### src/rtl/wb_regfile_pkg.sv
// wb_regfile_pkg: shared widths, stage-register type and read-port forwarding mux
package wb_regfile_pkg;
    localparam int DATA_W  = 32;
    localparam int ADDR_W  = 5;
    localparam int REG_NUM = 2 ** ADDR_W;
    localparam int CNT_W   = 32;

    localparam logic [DATA_W-1:0] ZERO_WORD    = '0;
    localparam logic [ADDR_W-1:0] NOP_REG_ADDR = '0;

    typedef struct packed {
        logic [ADDR_W-1:0] wd;
        logic              wreg;
        logic [DATA_W-1:0] wdata;
    } wb_stage_t;

    localparam wb_stage_t BUBBLE = '0;

    // Youngest producer wins: EX (unless being flushed), then the stage register, then the array.
    function automatic logic [DATA_W-1:0] read_mux(
        input logic              rst,
        input logic              re,
        input logic [ADDR_W-1:0] raddr,
        input wb_stage_t         ex,
        input logic              ex_ok,
        input wb_stage_t         wb,
        input logic [DATA_W-1:0] arr
    );
        return (rst || !re || raddr == NOP_REG_ADDR) ? ZERO_WORD :
               (ex_ok && ex.wreg && ex.wd == raddr)  ? ex.wdata  :
               (wb.wreg && wb.wd == raddr)           ? wb.wdata  : arr;
    endfunction
endpackage

### src/rtl/wb_regfile_gpr_array.sv
// wb_regfile_gpr_array: REG_NUM x DATA_W GPR storage, one sync write port, two async raw reads
//   clk, rst          clock, sync active-high reset clearing every register
//   we, waddr, wdata  write port; writes to $0 are dropped
//   raddr1/rdata1     read port 1 (raw, no forwarding)
//   raddr2/rdata2     read port 2 (raw, no forwarding)
module wb_regfile_gpr_array
    import wb_regfile_pkg::*;
(
    input  logic              clk,
    input  logic              rst,
    input  logic              we,
    input  logic [ADDR_W-1:0] waddr,
    input  logic [DATA_W-1:0] wdata,
    input  logic [ADDR_W-1:0] raddr1,
    output logic [DATA_W-1:0] rdata1,
    input  logic [ADDR_W-1:0] raddr2,
    output logic [DATA_W-1:0] rdata2
);
    logic [REG_NUM-1:0][DATA_W-1:0] regs_q, regs_d;

    always_comb begin
        regs_d = regs_q;
        if (we && waddr != NOP_REG_ADDR) regs_d[waddr] = wdata;
    end

    always_ff @(posedge clk) begin
        regs_q <= rst ? '0 : regs_d;
    end

    assign rdata1 = regs_q[raddr1];
    assign rdata2 = regs_q[raddr2];
endmodule

### src/rtl/wb_regfile.sv
// wb_regfile: MEM/WB stage register, GPR commit, commit counter and forwarding read ports
//   clk, rst                     clock, sync active-high reset
//   stall_i, flush_i             hold stage (no commit) / replace incoming result with bubble
//   wd_i, wreg_i, wdata_i        EX result
//   re1_i, raddr1_i, rdata1_o    read port 1 (combinational, forwarded)
//   re2_i, raddr2_i, rdata2_o    read port 2 (combinational, forwarded)
//   wb_wd_o, wb_wreg_o, wb_wdata_o  stage register contents
//   commit_cnt_o                 number of GPR writes performed
module wb_regfile
    import wb_regfile_pkg::*;
(
    input  logic              clk,
    input  logic              rst,
    input  logic              stall_i,
    input  logic              flush_i,
    input  logic [ADDR_W-1:0] wd_i,
    input  logic              wreg_i,
    input  logic [DATA_W-1:0] wdata_i,
    input  logic              re1_i,
    input  logic [ADDR_W-1:0] raddr1_i,
    output logic [DATA_W-1:0] rdata1_o,
    input  logic              re2_i,
    input  logic [ADDR_W-1:0] raddr2_i,
    output logic [DATA_W-1:0] rdata2_o,
    output logic [ADDR_W-1:0] wb_wd_o,
    output logic              wb_wreg_o,
    output logic [DATA_W-1:0] wb_wdata_o,
    output logic [CNT_W-1:0]  commit_cnt_o
);
    wb_stage_t         stage_q, stage_d, ex;
    logic [CNT_W-1:0]  cnt_q, cnt_d;
    logic              commit;
    logic [DATA_W-1:0] arr1, arr2;

    assign ex = '{wd: wd_i, wreg: wreg_i, wdata: wdata_i};

    // A flush still retires the older instruction sitting in the stage register.
    always_comb begin
        commit  = stage_q.wreg && stage_q.wd != NOP_REG_ADDR && (!stall_i || flush_i);
        stage_d = flush_i ? BUBBLE : stall_i ? stage_q : ex;
        cnt_d   = commit ? cnt_q + CNT_W'(1) : cnt_q;
    end

    always_ff @(posedge clk) begin
        if (rst) begin
            stage_q <= BUBBLE;
            cnt_q   <= '0;
        end else begin
            stage_q <= stage_d;
            cnt_q   <= cnt_d;
        end
    end

    wb_regfile_gpr_array u_gpr (
        .clk    (clk),
        .rst    (rst),
        .we     (commit),
        .waddr  (stage_q.wd),
        .wdata  (stage_q.wdata),
        .raddr1 (raddr1_i),
        .rdata1 (arr1),
        .raddr2 (raddr2_i),
        .rdata2 (arr2)
    );

    assign rdata1_o     = read_mux(rst, re1_i, raddr1_i, ex, !flush_i, stage_q, arr1);
    assign rdata2_o     = read_mux(rst, re2_i, raddr2_i, ex, !flush_i, stage_q, arr2);
    assign wb_wd_o      = stage_q.wd;
    assign wb_wreg_o    = stage_q.wreg;
    assign wb_wdata_o   = stage_q.wdata;
    assign commit_cnt_o = cnt_q;
endmodule

### config.mk
export PLATFORM = sky130hd
export DESIGN_NAME = wb_regfile
export DESIGN_NICKNAME = d
export VERILOG_FILES = /design/src/rtl/wb_regfile_pkg.sv /design/src/rtl/wb_regfile_gpr_array.sv /design/src/rtl/wb_regfile.sv
export SDC_FILE = /design/constraint.sdc
export NUM_CORES = 2
export LEC_CHECK = 0
export CORE_ASPECT_RATIO = 1.75
export CORE_UTILIZATION = 30
export DETAILED_ROUTE_END_ITERATION = 6
export RECOVER_POWER = 50
export SLEW_MARGIN = 20
export SYNTH_ARGS = -nofsm -noshare
export SYNTH_HDL_FRONTEND = slang
export SYNTH_SLANG_ARGS = --single-unit
### constraint.sdc
create_clock -name clk -period 5.8 [get_ports clk]
set_clock_uncertainty 0.15 [all_clocks]
set_input_delay 0.87 -clock clk [delete_from_list [all_inputs] [get_ports clk]]
set_output_delay 0.87 -clock clk [all_outputs]
set_load 0.02 [all_outputs]
==> flow_metrics.tcl <==
set metrics [dict create \
    status "complete, but fails checks" \
    violations "design-rule violations, max-capacitance violations, max-slew violations, negative setup slack" \
    cts_buffer_depth 3 \
    h-tree-depth 3 \
    synth_edf_count 0 \
    ctsHoldBuffers 0 \
    syn-num-nets 6227 \
    clock_latency_ps 740 \
    rsz0062_at_grt "false" \
    timing.slew.headroom -2.33 \
    yosys_warnings 0 \
    fillers 18400 \
    start_kind "input pin" \
    m1WireLength_mm 76.6 \
    vdd_drop_max_mv 0.281 \
    drcViolationCount 4 \
    post-synth-top-area-cell "dfxtp_1" \
    fin_nets 6028 \
    drt_pass1_iterations 7 \
    synth.area.top_cells "dfxtp_1, mux4_2, nand2_1" \
    numCtsBuffers 96 \
    max_slew.worst_pin.slew_ps 5000 \
    worstPathMaxFanout 24 \
    cap_viol_max_count 49 \
    ys.flop_type "dfxtp_1" \
    grt_max_degree 206 \
    cts_tree "built" \
    synth_area_per_cell_sq_um 8.85 \
    setup_viol 8 \
    fp-row-count 206 \
    finalHoldViolCount 0 \
    finalCriticalPeriod_ps 5860 \
    synthCells 6172 \
    hpwl_mm 153 \
    netlist_area_sq_um 54600 \
    syn_to_final_growth_pct 12.7 \
    critPathKind "input pin to register" \
    required_ps 6250 \
    synth_top_cell_area_share 0.401 \
    routed_wl_mm 239 \
    grt_use_total 0.250 \
    path_clk_slew_ps 70 \
    fin_ws_ps -58.6 \
    ant_nets 0 \
    slew_viol_final 2027 \
    dieArea_sq_um 184000 \
    postCtsSetupBuffers 0 \
    highest_layer "met5" \
    dp_worst_setup_slack_ps -282 \
    p_total_mw 15.7 \
    cellPowerDensity_nw_per_um2 256 \
    hp-class "register to register" \
    met2_wirelength_mm 114 \
    num_vias 50400 \
    synth_cell_type_count 63 \
    fp.dieH_um 566 \
    avgRoutedWirePerCell_um 28.2 \
    grt_overflow_total 0 \
    wl_met3_mm 22.9 \
    end_kind "register" \
    grt_pass1_vias 48900 \
    ys_top_cells_by_count "nand2_1, dfxtp_1, a21oi_1, mux4_2, clkbuf_1" \
    pin_count 188 \
    first_iter_violations 6663 \
    synth_seq_cells 1094 \
    yosysSeqAreaShare 0.401 \
    grt_pass1_wl_mm 340 \
    arrival_ps 6310 \
    fmaxAchievable_mhz 171 \
    final_core_util 0.341 \
    leakage_nw 19.1 \
    grt_antenna_before_repair 12 \
    min_period_over_period 1.01 \
    die-width_um 324 \
    io_buffers 187 \
    cts.sinks 1094 \
    ff2ff_setup_slack_ps 1120 \
    place_congestion 0.940 \
    synthArstFlopShare 0 \
    holdWs_ps 315 \
    avgViaCountPerCell 5.97 \
    tns_ps -148 \
    initial_core_util 0.303 \
    synth_most_common_cell "nand2_1" \
    core-area_sq_um 180000 \
    drive_gt1_frac 0.154 \
    root_buffer "clkbuf_16" \
]
## flip-flops by register name (all words and copies together), names as in the netlist
| signal | cells |
|---|---|
| commit_cnt_o | 32 |
| u_gpr.regs_q | 1024 |
| wb_wd_o | 5 |
| wb_wdata_o | 32 |
| wb_wreg_o | 1 |
## per-layer routing
layer | up-vias | global-route usage
li1 | 21300 | -
met1 | 24400 | 0.262
met2 | 3386 | 0.419
met3 | 1281 | 0.0545
met4 | 10 | 0.230
met5 | - | 0
## repair_timing
action,4_1_cts,5_1_grt
gates resized for setup,1,3
hold endpoints to repair,0,0
setup endpoints to repair,15,3
## final cells by class
| cell class | count | area (sq um) | share of cell area |
|---|---|---|---|
| Sequential cell | 1094 | 21900 | 0.356 |
| Tap cell | 2392 | 2990 | 0.0486 |
| Antenna cell | 8 | 20.0 | 0.000325 |
| Inverter | 9 | 33.8 | 0.000549 |
| Clock buffer | 135 | 2790 | 0.0453 |
| Multi-Input combinational cell | 4400 | 30000 | 0.488 |
| Timing Repair Buffer | 372 | 3280 | 0.0533 |
| Clock inverter | 40 | 502 | 0.00815 |
## metrics by stage
stage                     instance area [sq um]  instances
after floorplan                           54600       6172
after global placement                    58400       8267
after detailed placement                  58400       8267
after CTS                                 61700       8442
after global routing                      61500       8443
final                                     61600       8450
## cell usage in the layout, fill, tap and decap left out, types with 55 or more instances in the layout
cell             count
buf_4              157
nor2_1              75
o22ai_1            219
mux4_2             496
a32oi_1             55
nand2_1           2013
or4_1               61
mux2i_1             58
dfxtp_1           1092
nor2b_1             59
a21oi_1           1006
clkbuf_16           98
clkdlybuf4s50_1    100
## where the power goes
| group | total [mW] | switching (mW) | internal [mW] |
|---|---|---|---|
| clock | 6.95 | 3.17 | 3.78 |
| sequential | 7.53 | 0.0197 | 7.51 |
| combinational | 1.24 | 0.863 | 0.380 |
## path summary, 6_finish.rpt
path                                       start                              to  cells after the start
hold reg to reg   u_gpr.regs_q[352]$_SDFFE_PP0P_  u_gpr.regs_q[352]$_SDFFE_PP0P_                      2
hold / removal    u_gpr.regs_q[352]$_SDFFE_PP0P_  u_gpr.regs_q[352]$_SDFFE_PP0P_                      2
setup reg to reg         wb_wd_o[0]$_SDFFE_PP0N_  u_gpr.regs_q[452]$_SDFFE_PP0P_                      5
setup / recovery                         stall_i  u_gpr.regs_q[644]$_SDFFE_PP0P_                      7
## logic make-up after synthesis
kind of cell	synth area share
flops	0.401
buf+inv	0.0536
compound gates	0.143
simple gates	0.178
xor+xnor	0.00594
fa+ha+maj	0.000229
mux	0.218
## critical path: stages
cell and delay [ps]:
clkbuf_1 1160, nand2b_1 530, nand4_1 690, or2_0 2310
buf_4 500, nand2_1 90, a21oi_1 130
(Power assumes the default switching activity.)
